### config.mk
export PLATFORM = sky130hd
export DESIGN_NAME = pc_fetch_unit_flat
export DESIGN_NICKNAME = d
export VERILOG_FILES = /design/src/rtl/pc_fetch_unit_pkg.sv /design/src/rtl/pc_fetch_unit_if.sv /design/src/rtl/pc_fetch_unit_link_regs.sv /design/src/rtl/pc_fetch_unit.sv /design/src/flat_wrapper.sv
export SDC_FILE = /design/constraint.sdc
export NUM_CORES = 1
export LEC_CHECK = 0
export ABC_AREA = 1
export BUFFER_PORTS_ARGS = -buffer_cell sky130_fd_sc_hd__buf_2
export CAP_MARGIN = 20
export CELL_PAD_IN_SITES_DETAIL_PLACEMENT = 1
export CELL_PAD_IN_SITES_GLOBAL_PLACEMENT = 2
export CORE_ASPECT_RATIO = 1.5
export CORE_MARGIN = 5
export CORE_UTILIZATION = 35
export DETAILED_ROUTE_END_ITERATION = 12
export GPL_TIMING_DRIVEN = 1
export PLACE_DENSITY = 0.82
export SLEW_MARGIN = 20
export SYNTH_ARGS = -nofsm -noshare
export SYNTH_HDL_FRONTEND = slang
export SYNTH_SLANG_ARGS = --single-unit
### constraint.sdc
create_clock -name Clk -period 3.9 [get_ports Clk]
set_input_delay 0.195 -clock Clk [delete_from_list [all_inputs] [get_ports Clk]]
set_output_delay 0.195 -clock Clk [all_outputs]
set_load 0.005 [all_outputs]
### src/rtl/pc_fetch_unit_pkg.sv
// pc_fetch_unit_pkg
// Shared definitions for the program-counter / fetch sequencer slice:
//   - fetch_state_e : IDLE / RUN / DONE sequencer states
//   - pc_sel_t and kPc* : PCRegSelect encodings (00 none, 01..11 link reg 1..3)
//   - PC_W_DEFAULT  : default PC and link-register width
package pc_fetch_unit_pkg;

  localparam int PC_W_DEFAULT = 10;

  typedef enum logic [1:0] {
    ST_IDLE = 2'b00,
    ST_RUN  = 2'b01,
    ST_DONE = 2'b10
  } fetch_state_e;

  typedef logic [1:0] pc_sel_t;

  localparam pc_sel_t kPcNone = 2'b00;
  localparam pc_sel_t kPc1    = 2'b01;
  localparam pc_sel_t kPc2    = 2'b10;
  localparam pc_sel_t kPc3    = 2'b11;

endpackage

### src/rtl/pc_fetch_unit_if.sv
// pc_fetch_unit_if
// Bundle between the control decoder / host (master) and the fetch unit (slave).
//   master drives : Start, Ack, JumpEqual, JumpNotEqual, OffsetEn,
//                   PCRegSelect[1:0], ZeroIn, FlagLd
//   slave drives  : ProgCtr[PC_W-1:0], Busy, Done
//                   (+ OobErr when PC_OOB_HALT_EN is defined)
interface pc_fetch_unit_if #(
  parameter int PC_W = pc_fetch_unit_pkg::PC_W_DEFAULT
);
  logic            Start;
  logic            Ack;
  logic            JumpEqual;
  logic            JumpNotEqual;
  logic            OffsetEn;
  logic [1:0]      PCRegSelect;
  logic            ZeroIn;
  logic            FlagLd;
  logic [PC_W-1:0] ProgCtr;
  logic            Busy;
  logic            Done;
`ifdef PC_OOB_HALT_EN
  logic            OobErr;
`endif

  modport master (
    output Start, Ack, JumpEqual, JumpNotEqual, OffsetEn, PCRegSelect, ZeroIn, FlagLd,
    input  ProgCtr, Busy, Done
`ifdef PC_OOB_HALT_EN
    , input OobErr
`endif
  );

  modport slave (
    input  Start, Ack, JumpEqual, JumpNotEqual, OffsetEn, PCRegSelect, ZeroIn, FlagLd,
    output ProgCtr, Busy, Done
`ifdef PC_OOB_HALT_EN
    , output OobErr
`endif
  );

endinterface

### src/rtl/pc_fetch_unit_link_regs.sv
// pc_link_regs
// Three PC_W-bit link registers (PCreg1..3) saved by spc and read as jump targets.
//   clk, rst : clock, asynchronous active-high reset
//   clr      : synchronous clear of all three registers (has priority over we)
//   we/wsel/wdata : write wdata into the register picked by wsel (kPcNone = no write)
//   rsel/rdata    : combinational read, kPcNone reads as zero
module pc_link_regs
  import pc_fetch_unit_pkg::*;
#(
  parameter int PC_W = PC_W_DEFAULT
) (
  input  logic            clk,
  input  logic            rst,
  input  logic            clr,
  input  logic            we,
  input  pc_sel_t         wsel,
  input  logic [PC_W-1:0] wdata,
  input  pc_sel_t         rsel,
  output logic [PC_W-1:0] rdata
);

  logic [PC_W-1:0] link_q [1:3];
  logic [PC_W-1:0] link_d [1:3];

  always_comb begin
    link_d = link_q;
    if (clr) begin
      link_d[1] = '0;
      link_d[2] = '0;
      link_d[3] = '0;
    end else if (we) begin
      case (wsel)
        kPc1:    link_d[1] = wdata;
        kPc2:    link_d[2] = wdata;
        kPc3:    link_d[3] = wdata;
        default: ;
      endcase
    end
  end

  always_ff @(posedge clk or posedge rst) begin
    if (rst) begin
      link_q[1] <= '0;
      link_q[2] <= '0;
      link_q[3] <= '0;
    end else begin
      link_q <= link_d;
    end
  end

  always_comb begin
    case (rsel)
      kPc1:    rdata = link_q[1];
      kPc2:    rdata = link_q[2];
      kPc3:    rdata = link_q[3];
      default: rdata = '0;
    endcase
  end

endmodule

### src/rtl/pc_fetch_unit.sv
// pc_fetch_unit
// Program counter and fetch sequencer. Holds the ROM address, the three link
// registers, the registered equal flag, and the IDLE/RUN/DONE handshake.
//   Clk   : system clock, all state changes on the rising edge
//   Reset : asynchronous, active-high, returns everything to zero / IDLE
//   bus   : pc_fetch_unit_if.slave (decoder controls in, ProgCtr/Busy/Done out)
// Optional build macro PC_OOB_HALT_EN: running off PROG_LAST (sequentially or
// by a jump) halts into DONE with a sticky OobErr instead of wrapping.
module pc_fetch_unit
  import pc_fetch_unit_pkg::*;
#(
  parameter int PC_W       = PC_W_DEFAULT,
  parameter int SPC_OFFSET = 2
`ifdef PC_OOB_HALT_EN
  , parameter int PROG_LAST = 2**PC_W - 1
`endif
) (
  input  logic Clk,
  input  logic Reset,
  pc_fetch_unit_if.slave bus
);

  fetch_state_e    state_q, state_d;
  logic [PC_W-1:0] pc_q, pc_d;
  logic            eq_q, eq_d;

  logic            link_clr;
  logic            link_we;
  logic [PC_W-1:0] link_wdata;
  logic [PC_W-1:0] link_rdata;
  logic            jump_taken;
  logic            save_req;
  logic            oob_hit;

  // Both jump flags together is an illegal encoding and never jumps; the
  // flag consulted is the one registered before this edge (no bypass).
  assign jump_taken = (bus.PCRegSelect != kPcNone) &&
                      ((bus.JumpEqual && !bus.JumpNotEqual && eq_q) ||
                       (bus.JumpNotEqual && !bus.JumpEqual && !eq_q));

  assign save_req = !bus.JumpEqual && !bus.JumpNotEqual &&
                    (bus.PCRegSelect != kPcNone);

`ifdef PC_OOB_HALT_EN
  localparam logic [PC_W:0] ProgLastW = (PC_W+1)'(PROG_LAST);
  logic oob_q, oob_d;

  assign oob_hit = jump_taken ? ({1'b0, link_rdata} > ProgLastW)
                              : ({1'b0, pc_q} == ProgLastW);
`else
  assign oob_hit = 1'b0;
`endif

  // Next-state logic: Start restarts from a clean slate, Ack beats everything
  // else in RUN, then a taken jump, otherwise a plain increment.
  always_comb begin
    state_d    = state_q;
    pc_d       = pc_q;
    eq_d       = eq_q;
    link_clr   = 1'b0;
    link_we    = 1'b0;
    link_wdata = bus.OffsetEn ? (pc_q + PC_W'(SPC_OFFSET)) : pc_q;
`ifdef PC_OOB_HALT_EN
    oob_d      = oob_q;
`endif
    case (state_q)
      ST_IDLE, ST_DONE: begin
        if (bus.Start) begin
          state_d  = ST_RUN;
          pc_d     = '0;
          eq_d     = 1'b0;
          link_clr = 1'b1;
`ifdef PC_OOB_HALT_EN
          oob_d    = 1'b0;
`endif
        end
      end
      ST_RUN: begin
        if (bus.Ack) begin
          state_d = ST_DONE;
        end else if (oob_hit) begin
          state_d = ST_DONE;
`ifdef PC_OOB_HALT_EN
          oob_d   = 1'b1;
`endif
        end else begin
          pc_d    = jump_taken ? link_rdata : (pc_q + PC_W'(1));
          link_we = save_req;
          if (bus.FlagLd) begin
            eq_d = bus.ZeroIn;
          end
        end
      end
      default: state_d = ST_IDLE;
    endcase
  end

  always_ff @(posedge Clk or posedge Reset) begin
    if (Reset) begin
      state_q <= ST_IDLE;
      pc_q    <= '0;
      eq_q    <= 1'b0;
`ifdef PC_OOB_HALT_EN
      oob_q   <= 1'b0;
`endif
    end else begin
      state_q <= state_d;
      pc_q    <= pc_d;
      eq_q    <= eq_d;
`ifdef PC_OOB_HALT_EN
      oob_q   <= oob_d;
`endif
    end
  end

  pc_link_regs #(
    .PC_W (PC_W)
  ) u_link_regs (
    .clk   (Clk),
    .rst   (Reset),
    .clr   (link_clr),
    .we    (link_we),
    .wsel  (bus.PCRegSelect),
    .wdata (link_wdata),
    .rsel  (bus.PCRegSelect),
    .rdata (link_rdata)
  );

  assign bus.ProgCtr = pc_q;
  assign bus.Busy    = (state_q == ST_RUN);
  assign bus.Done    = (state_q == ST_DONE);
`ifdef PC_OOB_HALT_EN
  assign bus.OobErr  = oob_q;
`endif

endmodule

### src/flat_wrapper.sv
// flat-port wrapper written by rule: the top's interface ports become plain ports
module pc_fetch_unit_flat import pc_fetch_unit_pkg::*;
#(
  parameter int PC_W       = PC_W_DEFAULT,
  parameter int SPC_OFFSET = 2

)
  (Clk, Reset, bus_Start, bus_Ack, bus_JumpEqual, bus_JumpNotEqual, bus_OffsetEn, bus_PCRegSelect, bus_ZeroIn, bus_FlagLd, bus_ProgCtr, bus_Busy, bus_Done);
  pc_fetch_unit_if #(.PC_W(PC_W)) bus_i ();
  input  logic Clk;
  input  logic Reset;
  input wire logic [$bits(bus_i.Start)-1:0] bus_Start;
  input wire logic [$bits(bus_i.Ack)-1:0] bus_Ack;
  input wire logic [$bits(bus_i.JumpEqual)-1:0] bus_JumpEqual;
  input wire logic [$bits(bus_i.JumpNotEqual)-1:0] bus_JumpNotEqual;
  input wire logic [$bits(bus_i.OffsetEn)-1:0] bus_OffsetEn;
  input wire logic [$bits(bus_i.PCRegSelect)-1:0] bus_PCRegSelect;
  input wire logic [$bits(bus_i.ZeroIn)-1:0] bus_ZeroIn;
  input wire logic [$bits(bus_i.FlagLd)-1:0] bus_FlagLd;
  output wire logic [$bits(bus_i.ProgCtr)-1:0] bus_ProgCtr;
  output wire logic [$bits(bus_i.Busy)-1:0] bus_Busy;
  output wire logic [$bits(bus_i.Done)-1:0] bus_Done;
  assign bus_i.Start = bus_Start;
  assign bus_i.Ack = bus_Ack;
  assign bus_i.JumpEqual = bus_JumpEqual;
  assign bus_i.JumpNotEqual = bus_JumpNotEqual;
  assign bus_i.OffsetEn = bus_OffsetEn;
  assign bus_i.PCRegSelect = bus_PCRegSelect;
  assign bus_i.ZeroIn = bus_ZeroIn;
  assign bus_i.FlagLd = bus_FlagLd;
  assign bus_ProgCtr = bus_i.ProgCtr;
  assign bus_Busy = bus_i.Busy;
  assign bus_Done = bus_i.Done;
  pc_fetch_unit #(.PC_W(PC_W), .SPC_OFFSET(SPC_OFFSET)) u_core (.Clk(Clk), .Reset(Reset), .bus(bus_i));
endmodule
==> results.json <==
{
  "syn_avg_cell_area_um2": 6.75,
  "worstSetupStartpointType": "flip-flop",
  "ios": 23,
  "fin_setup_tns_ns": 0,
  "synth_nets": 389,
  "synth.most_common_cell": "nand2_1",
  "synth-adder-area-share_pct": 1.48,
  "viasPerCell": 5.05,
  "post-place-ws_ns": 2.13,
  "post-route-drc-count": 0,
  "diodes": 0,
  "grt_pass1_vias": 2512,
  "hold_path.class": "input port to async pin",
  "fin_nets": 409,
  "synth_seq_cells": 43,
  "synth_top_area_share_pct": 42.5,
  "clkTransAtPathRegs_ns": 0.08,
  "power.total_uw": 1270,
  "syn_inst": 375,
  "hold_buffers": 0,
  "peakVddDrop_uv": 251,
  "design_area_um2": 2760,
  "synth_area_um2": 2530,
  "grt_pass1_wl_um": 12500,
  "netlist_top_cells_area": "dfrtp_1, nand2_1, nand3_1",
  "regArea_um2": 1080,
  "crit_fanout": 15,
  "multi_input_area_um2": 1230,
  "dp_cells": 468,
  "synth_compound_area_share_pct": 4.20,
  "cts_resized": 0,
  "synthSimpleGateAreaFrac_pct": 42.5,
  "yosysWarningCount": 0,
  "cts_buffers": 5,
  "end_kind": "flip-flop",
  "die_area_um2": 9060,
  "rsz0062_at_grt": "no",
  "cts_setup_buffers": 0,
  "cts_sinks": 43,
  "drive_gt1_share_pct": 12.2,
  "fillerInstances": 948,
  "period_needed_ns": 1.79,
  "instances_no_fill": 475,
  "synth-edff-count": 0,
  "r2r_slack_ns": 2.11,
  "synth_top_family_by_area": "simple AND/OR/NAND/NOR gates",
  "initial_core_util_pct": 35.5,
  "cp.arrival_ns": 1.99,
  "grt_max_degree": 44,
  "drv_cap": 0,
  "ys_seq_area_share_pct": 42.5,
  "syn_to_final_growth_pct": 9.25,
  "finalCritPeriodShare_pct": 46.0,
  "htreeDepth": 2,
  "worst_pin_slew_ns": 0.812,
  "hold_slack_ns": -0.000262,
  "grt_overflow": 0,
  "num_rows": 38,
  "cts_root_buffer": "clkbuf_8",
  "synthFlopType": "dfrtp_1",
  "synth.distinct_cells": 25,
  "antenna_found_initial": 0,
  "hpwl_um": 5810,
  "clk-insertion-delay-late_ns": 0.30,
  "die-height_um": 114,
  "setup_viol": 0,
  "slew-limit-headroom_pct": 45.7,
  "cellLeakagePower_uw": 0.00152,
  "synth_common_cells": "nand2_1, dfrtp_1, nand3_1, nor2_1, inv_1",
  "violations": "negative hold slack",
  "wire_per_inst_um": 15.7,
  "drtIter0Drc": 132,
  "ant_nets": 0,
  "drtPass1Iterations": 4,
  "reg2reg_depth": 6,
  "num_vias": 2398,
  "fmax_ghz": 0.558,
  "cts_tree": "yes",
  "dpl_cell_area_um2": 2680,
  "port_buffers": 22,
  "die_w_um": 79.4,
  "status": "finished, violations left",
  "required_ns": 4.09,
  "gp_congestion": 0.852,
  "synth_top_area_cell": "dfrtp_1",
  "synth_xor_area_share_pct": 0.346,
  "slew_viol_final": 0,
  "skew_ns": 0.00693,
  "cts_buffer_depth": 2,
  "muxShareOfSynthArea_pct": 0,
  "hold_viol": 1,
  "synth-async-reset-ratio_pct": 100,
  "wl_um": 7480,
  "core_um2": 7130,
  "setup_ws_ns": 2.11,
  "critPathKind": "flip-flop to flip-flop",
  "power.density_nw_per_um2": 460,
  "grt_usage_pct": 18.1
}
area by class of cell:
cell class	instances	area share (%)
Timing Repair Buffer	22	3.98
Multi-Input combinational cell	280	44.4
Clock inverter	1	0.181
Inverter	43	5.89
Tap cell	80	3.62
Sequential cell	43	38.9
Clock buffer	6	2.99
path summary, 6_finish.rpt:
| path | start | to |
|---|---|---|
| max | u_core.state_q[0] | u_core.u_link_regs.link_q[28] |
| min | Reset | u_core.u_link_regs.link_q[11] |
| max reg2reg | u_core.state_q[0] | u_core.u_link_regs.link_q[28] |
| min reg2reg | u_core.u_link_regs.link_q[13] | u_core.u_link_regs.link_q[13] |
| max in group asynchronous | Reset | u_core.bus.ProgCtr[5] |
| min in group Clk | bus_ZeroIn | u_core.eq_q |
critical path, cell delays in order (launching register included):
cell     delay [ns]
dfrtp_1        0.41
nor2_1         0.37
inv_2          0.24
nand2_2        0.28
inv_1          0.21
nand2_1        0.10
nand2_1        0.06
metal layers:
layer  up-vias  track usage [%]  part of all wire [%]
li1       1199                -                     -
met1      1158             22.3                    43
met2        30             32.1                    53
met3        11             2.60                   2.0
met4         0             5.96                   1.8
met5         -                0                     0
cells in the final DEF (no fill, tap or decap):
master	count
inv_2	7
nand3_2	1
nor2_2	3
a21oi_1	6
inv_1	35
o21bai_1	1
o21ai_1	2
nand4_1	7
clkinv_2	2
xnor2_1	1
nor3_2	1
nand2_2	5
buf_2	22
nand2_1	156
o21ai_0	10
nor2_4	1
nor2_1	39
nor3_1	1
ha_1	3
nand3_1	41
nand3b_1	1
a22o_1	1
dfrtp_1	43
clkbuf_8	6
flip-flops by register name, summed over array words and instances (netlist names):
register and flops:
u_core.bus.ProgCtr 10, u_core.state_q 2, u_core.u_link_regs.link_q 30, u_core.eq_q 1
metrics by stage:
step           hold slack (ns)  util, %
2_1_floorplan            0.328        -
3_3_place_gp             0.444     37.5
3_5_place_dp             0.455     37.5
4_1_cts                  0.133     38.7
5_1_grt                 0.0761     38.8
6_report             -0.000262     38.8
power by group:
part	leakage, µW	total [µW]	switching [µW]	internal (µW)
logic	0.000894	360	240	120
registers	0.000583	613	83.6	530
clock network	0.0000470	299	159	139
kinds of logic after synthesis:
logic type / count (synthesis)
buffers and inverters: 52
xor gates and xnor gates: 1
and+or+nand+nor: 256
AOI/OAI and AO/OA: 20
adders and majority gates: 3
DFF: 43
Power figures use the tool's default switching activity.
